$ cat src/rtl/alu_pkg.sv
// Shared constants for the ALU pipeline: data width, flag bit positions and
// result-stage occupancy encodings.
package alu_pkg;

  localparam int unsigned ALU_DATA_W = 8;

  localparam int unsigned FLAG_N = 3;
  localparam int unsigned FLAG_Z = 2;
  localparam int unsigned FLAG_C = 1;
  localparam int unsigned FLAG_V = 0;

  localparam logic [1:0] ST_EMPTY = 2'd0;
  localparam logic [1:0] ST_ONE   = 2'd1;
  localparam logic [1:0] ST_FULL  = 2'd2;

  typedef logic [3:0] alu_flags_t;

endpackage

$ cat src/rtl/alu_flag_gen.sv
// Combinational N/Z/C/V flag generation from an ALU result and its carry and
// overflow outputs.
module alu_flag_gen
  import alu_pkg::*;
#(
  parameter int unsigned DATA_W = ALU_DATA_W
) (
  input  logic [DATA_W-1:0] result,
  input  logic              carry,
  input  logic              ovf,
  output alu_flags_t        flags
);

  always_comb begin
    flags         = '0;
    flags[FLAG_N] = result[DATA_W-1];
    flags[FLAG_Z] = (result == '0);
    flags[FLAG_C] = carry;
    flags[FLAG_V] = ovf;
  end

endmodule

$ cat src/rtl/alu_result_stage.sv
// Registered ALU output stage: captures result plus flags into a 2-entry skid
// buffer and tracks a sticky overflow flag and a saturating delivery count.
module alu_result_stage
  import alu_pkg::*;
#(
  parameter int unsigned DATA_W = ALU_DATA_W,
  parameter int unsigned CNT_W  = 8
) (
  input  logic              clk,
  input  logic              rst_n,
  input  logic              in_valid,
  output logic              in_ready,
  input  logic [DATA_W-1:0] in_result,
  input  logic              in_carry,
  input  logic              in_ovf,
  output logic              out_valid,
  input  logic              out_ready,
  output logic [DATA_W-1:0] out_result,
  output logic [3:0]        out_flags,
  output logic              sticky_v,
  input  logic              clr_sticky,
  output logic [CNT_W-1:0]  result_count
);

  logic [1:0]        state_q, state_d;
  logic [DATA_W-1:0] head_res_q, head_res_d;
  logic [DATA_W-1:0] tail_res_q, tail_res_d;
  alu_flags_t        head_flg_q, head_flg_d;
  alu_flags_t        tail_flg_q, tail_flg_d;
  logic              sticky_q, sticky_d;
  logic [CNT_W-1:0]  count_q, count_d;
  alu_flags_t        new_flags;
  logic              push, pop;

  alu_flag_gen #(
    .DATA_W (DATA_W)
  ) u_flag_gen (
    .result (in_result),
    .carry  (in_carry),
    .ovf    (in_ovf),
    .flags  (new_flags)
  );

  // Handshake outputs decode state only, so out_ready never reaches in_ready.
  assign in_ready  = (state_q != ST_FULL);
  assign out_valid = (state_q != ST_EMPTY);
  assign push      = in_valid & in_ready;
  assign pop       = out_valid & out_ready;

  always_comb begin
    state_d    = state_q;
    head_res_d = head_res_q;
    head_flg_d = head_flg_q;
    tail_res_d = tail_res_q;
    tail_flg_d = tail_flg_q;
    case (state_q)
      ST_EMPTY: begin
        if (push) begin
          head_res_d = in_result;
          head_flg_d = new_flags;
          state_d    = ST_ONE;
        end
      end
      ST_ONE: begin
        if (push && pop) begin
          head_res_d = in_result;
          head_flg_d = new_flags;
        end else if (push) begin
          tail_res_d = in_result;
          tail_flg_d = new_flags;
          state_d    = ST_FULL;
        end else if (pop) begin
          // Head keeps its last value; only out_valid drops.
          state_d = ST_EMPTY;
        end
      end
      ST_FULL: begin
        if (pop) begin
          head_res_d = tail_res_q;
          head_flg_d = tail_flg_q;
          state_d    = ST_ONE;
        end
      end
      default: state_d = ST_EMPTY;
    endcase
  end

  // A V pop in the same cycle as clr_sticky leaves the flag set.
  always_comb begin
    sticky_d = (pop & head_flg_q[FLAG_V]) | (sticky_q & ~clr_sticky);
    count_d  = count_q;
    if (pop && (count_q != {CNT_W{1'b1}})) begin
      count_d = count_q + 1'b1;
    end
  end

  always_ff @(posedge clk or negedge rst_n) begin
    if (!rst_n) begin
      state_q    <= ST_EMPTY;
      head_res_q <= '0;
      head_flg_q <= '0;
      tail_res_q <= '0;
      tail_flg_q <= '0;
      sticky_q   <= 1'b0;
      count_q    <= '0;
    end else begin
      state_q    <= state_d;
      head_res_q <= head_res_d;
      head_flg_q <= head_flg_d;
      tail_res_q <= tail_res_d;
      tail_flg_q <= tail_flg_d;
      sticky_q   <= sticky_d;
      count_q    <= count_d;
    end
  end

  assign out_result   = head_res_q;
  assign out_flags    = head_flg_q;
  assign sticky_v     = sticky_q;
  assign result_count = count_q;

endmodule

$ cat config.mk
export PLATFORM = sky130hd
export DESIGN_NAME = alu_result_stage
export DESIGN_NICKNAME = d
export VERILOG_FILES = /design/src/rtl/alu_pkg.sv /design/src/rtl/alu_flag_gen.sv /design/src/rtl/alu_result_stage.sv
export SDC_FILE = /design/constraint.sdc
export NUM_CORES = 1
export LEC_CHECK = 0
export CORE_MARGIN = 5
export CORE_UTILIZATION = 53
export CTS_CLUSTER_SIZE = 8
export DETAILED_ROUTE_END_ITERATION = 10
export PLACE_DENSITY_LB_ADDON = 0.3
export SYNTH_ARGS = -nofsm -noshare
export SYNTH_HDL_FRONTEND = slang
export SYNTH_SLANG_ARGS = --single-unit
$ cat constraint.sdc
create_clock -name clk -period 3.85 [get_ports clk]
set_input_delay 0.77 -clock clk [delete_from_list [all_inputs] [get_ports clk]]
set_output_delay 0.77 -clock clk [all_outputs]
set_load 0.03 [all_outputs]
; Yosys cells after proc, flatten, opt, wreduce, memory -nomap -nowiden
; Index checks and enable logic that the tools add are counted.
[classes]
addsub = 1
eq_ne = 9
n_mux = 14
n_bitwise = 7
reduce_logical = 9
[ops]
columns = operator, count
row1 = 8-bit two-way mux, 3
row2 = 8-bit one-hot mux with 3 select lines, 1
row3 = 4-bit two-way mux, 3
row4 = 4-bit one-hot mux with 3 select lines, 1
row5 = 2-bit two-way mux, 5
row6 = 2-bit inequality test (second input constant), 5
row7 = 8-bit by 1-bit adder with 8-bit output (second input constant), 1
row8 = 8-bit logical NOT, 1
row9 = 8-bit inequality test (second input constant), 1
row10 = 4-bit AND reduction, 2
row11 = 2-bit one-hot mux with 3 select lines, 1
row12 = 1-bit bitwise AND, 4
row13 = 3-bit inequality test (second input constant), 1
row14 = 3-bit AND reduction, 1
row15 = 3-bit nonzero test, 1
row16 = 2-bit by 1-bit equality test with 1-bit output (second input constant), 1
row17 = 2-bit equality test (second input constant), 1
row18 = 1-bit logical AND, 2
row19 = 2-bit logical NOT, 1
row20 = 1-bit NOT, 2
row21 = 2-bit nonzero test, 1
row22 = 1-bit OR, 1
[totals]
register_bits = 35
input_bits = 15
out_inout_bits = 23
word_cells = 47

; Logic depth before layout (Yosys ltp)
[depth]
word_depth = 6
ltp_mapped = 6
depth_no_buf = 4

; Hierarchy
; From an unflattened synthesis, not the netlist that was laid out.
[unflattened]
hier_cells = 123
area_unflattened_um2 = 1766.7
[modules_own_cells]
columns = module, n_inst, cells_per_inst, area_per_inst_um2
row1 = alu_result_stage, 1, 117, 1725.4
row2 = alu_flag_gen, 1, 6, 41.3

; Worst setup path before layout
; Ideal clock, no wire load.
[synth_path]
path_kind = register to output
startpoint = register state_q[1]
endpoint = output in_ready
arrival_time_ns = 0.989
slack_ns = 2.091
path_stages_with_launch = 5
cell_sequence = dfrtp_1 > buf_2 > nor2b_4 > buf_6 > inv_1
[synth_via]
elab_chain_cells = 1
[synth_lines]
columns = item, line
row1 = start: declaration, alu_result_stage.sv:25  ; logic [1:0] state_q, state_d;
row2 = start signal: assignment, alu_result_stage.sv:107  ; state_q <= state_d;
row3 = 2-bit inequality test, alu_result_stage.sv:45  ; assign in_ready = (state_q != ST_FULL);
row4 = end: declaration, alu_result_stage.sv:12  ; output logic in_ready,
; Every way passes these cells.

; Final worst setup path
; Ends and elaborated chain as after synthesis.

==> flow_metrics.py <==
metrics = {
    "timing": {
        "fin_tns_setup_ps": 0,
        "fin_crit_sh_pct": 73.7,
        "timing.final.ws_setup_ps": 1010,
        "fmax_mhz": 352,
        "slew_headroom_pct": 61.7,
        "finalMaxSlewViolations": 0,
        "hold_viol": 0,
        "skew_ps": 3.18,
        "rsz0062_at_grt": "false",
        "worstMarginPinSlew_ps": 571,
        "finalSetupViolations": 0,
        "fin_crit_ps": 2840,
    },
    "yosys": {
        "ys.flop_type": "dfrtp_1",
        "ys_warn_count": 0,
        "ys_async_sr_fraction_pct": 100,
        "synthCells": 121,
        "syn-num-nets": 137,
        "synth-edff-count": 0,
        "syn_area_mm2": 0.00164,
        "yosysUniqueCellTypes": 38,
        "synth.ff_latch_count": 33,
        "postSynthAreaPerCell_um2": 13.5,
        "yosys-top-cells-area": "dfrtp_1, mux2_4, mux2_2",
        "yosys.area.top_type": "dfrtp_1",
        "synth_top_area_share_pct": 50.4,
        "synth-seq-area-share_pct": 50.4,
    },
    "worst_hold_path": {
        "min-delay-path-class": "flop to flop",
    },
    "setup_path": {
        "required_ps": 3080,
        "slowest_stage": "clkdlybuf4s50_1",
        "critical_path_class": "flop to primary output",
        "path_cells": "nor2b_4 > inv_1 > clkdlybuf4s50_1",
        "worst_ep_arrival_time_ps": 2070,
        "end_kind": "primary output",
        "cpPeakStageDelay_ps": 620,
        "cp-start-kind": "flop",
        "crit_fanout": 11,
    },
    "floorplanning": {
        "start_util_pct": 54.6,
        "die_y_um": 65.6,
        "die_area_mm2": 0.00430,
        "die_x_um": 65.6,
        "num_rows": 20,
        "core_area_mm2": 0.00300,
        "io_pins": 38,
    },
    "routing": {
        "first_iter_violations": 11,
        "ant_nets": 0,
        "vias": 1092,
        "detail_route.wl_per_cell_um": 16.3,
        "drc": 0,
        "totalWireLength_mm": 3.17,
        "firstDrtPassIters": 4,
        "via_per_inst": 5.60,
    },
    "job": {
        "max-cap-violations": 0,
    },
    "clocking": {
        "cts_resized": 0,
        "clock_path_buffers": 2,
        "clkLatencyLatePin_ps": 310,
        "cts_tree": "built",
        "cts-htree-levels": 2,
        "cts_buffers": 5,
        "clock-sinks": 33,
        "holdBufCountCts": 0,
        "root_buffer": "clkbuf_4",
        "clkSlewWorstSetupHoldPaths_ps": 90,
        "post-cts-setup-buffers": 0,
    },
    "global_routing": {
        "grt_pass1_vias": 1104,
        "grt_usage_pct": 16.1,
        "grt_pass1_wl_mm": 5.22,
        "grt_max_degree": 34,
        "antenna_found_initial": 0,
        "overflow": 0,
    },
    "placed_design": {
        "port-buffer-count": 37,
        "dpl.hpwl_mm": 2.37,
        "place.gp.congestion": 0.764,
        "dpl_cell_area_mm2": 0.00202,
        "preCtsSetupSlack_ps": 1190,
    },
    "pwr": {
        "power.density_mw_per_mm2": 666,
        "power_frac_seq_pct": 41.9,
        "peakVddDrop_mv": 0.339,
        "switchingPower_w": 0.000518,
        "switching_share_pct": 37.5,
        "clockPowerShare_pct": 13.9,
        "p_leak_nw": 0.886,
        "p_int_w": 0.000864,
        "comb_power_share_pct": 44.2,
    },
    "status": {
        "outcome": "complete, no violations",
    },
    "final_layout": {
        "final_cell_mix": "clkdlybuf4s50_1, dfrtp_1, mux2_4",
        "seqCellArea_um2": 826,
        "nets": 178,
        "diodes": 0,
        "stdcell_area_mm2": 0.00207,
        "fillers": 234,
        "drive_gt1_share_pct": 25.3,
        "multi_input_area_um2": 752,
        "area_delta_synth_final_pct": 26.6,
        "layout_commonest_cell": "clkdlybuf4s50_1",
    },
}
-- metrics by stage --
| stage | utilization, % | power [W] | hold slack [ps] | std cells |
|---|---|---|---|---|
| floorplan | - | 0.000964 | 452 | 121 |
| global placement | 67.3 | 0.00118 | 461 | 188 |
| detailed placement | 67.3 | 0.00120 | 499 | 188 |
| CTS | 69.1 | 0.00140 | 520 | 195 |
| global route | 69.1 | 0.00146 | 539 | 195 |
| finish | 69.1 | 0.00138 | 516 | 195 |
-- critical path, delay by kind of cell (launching register included) --
| kind | cells | cell delay, ps |
|---|---|---|
| simple gates | 1 | 470 |
| buf+inv | 2 | 780 |
| flops | 1 | 500 |
-- cell usage after synthesis (all sizes together) (2+ instances only) --
master	count
buf	5
xor2	2
mux2	32
nor4	3
nor2b	2
and4	2
nand2	4
xnor2	2
inv	4
mux2i	2
nand3	4
dfrtp	33
a211oi	2
o21ai	5
a21oi	2
-- sequential cells by signal, summed over array words and instances, names as in the netlist --
signal,count
out_flags,3
state_q,2
result_count,8
sticky_v,1
tail_res_q,8
tail_flg_q,3
out_result,8
-- final timing paths --
kind	start	to	slack, ps	cells after the start
hold / removal	tail_res_q[3]$_DFFE_PN0P_	tail_res_q[3]$_DFFE_PN0P_	520	1
max in group asynchronous	rst_n	tail_res_q[4]$_DFFE_PN0P_	2710	2
min in group asynchronous	rst_n	result_count[0]$_DFFE_PN0P_	850	2
hold reg to reg	tail_res_q[3]$_DFFE_PN0P_	tail_res_q[3]$_DFFE_PN0P_	520	1
setup / recovery	state_q[1]$_DFFE_PN0P_	in_ready	1010	3
setup reg to reg	state_q[0]$_DFFE_PN0P_	out_flags[0]$_DFFE_PN0P_	1980	4
-- routing by layer --
layer | GRT usage [%] | wire, um | up-vias
li1 | - | - | 525
met2 | 25.3 | 1520 | 25
met1 | 21.2 | 1500 | 540
met5 | 0 | 0 | -
met3 | 5.30 | 134 | 2
met4 | 4.66 | 14 | 0
-- cell families (layout without fill, tap and decap cells) --
logic type               count (synthesis)  after routing  share of synthesized area [%]
buffers and inverters                    9             50                           3.74
multiplexers                            34             34                           27.3
AND/OR/NAND/NOR                         24             24                           9.39
flip-flops                              33             33                           50.4
adder cells (fa/ha/maj)                  1              1                          0.763
AO/OA/AOI/OAI                           16             16                           6.26
XOR/XNOR                                 4              4                           2.14
-- power by group through the flow --
stage / sequential, W / combinational (W) / clock (W)
floorplan: 0.000707 / 0.000257 / 0
global placement: 0.000575 / 0.000602 / 0
detailed placement: 0.000587 / 0.000618 / 0
CTS: 0.000581 / 0.000619 / 0.000197
global route: 0.000597 / 0.000647 / 0.000218
finish: 0.000579 / 0.000611 / 0.000192
-- layout make-up --
class,count,area share (%)
clock buffer,7,2.65
inverter,4,0.724
multi-input combinational,79,36.2
sequential,33,39.8
tap,33,1.99
timing repair buffer,39,18.6
No activity file was read; power rests on OpenSTA's default activity.
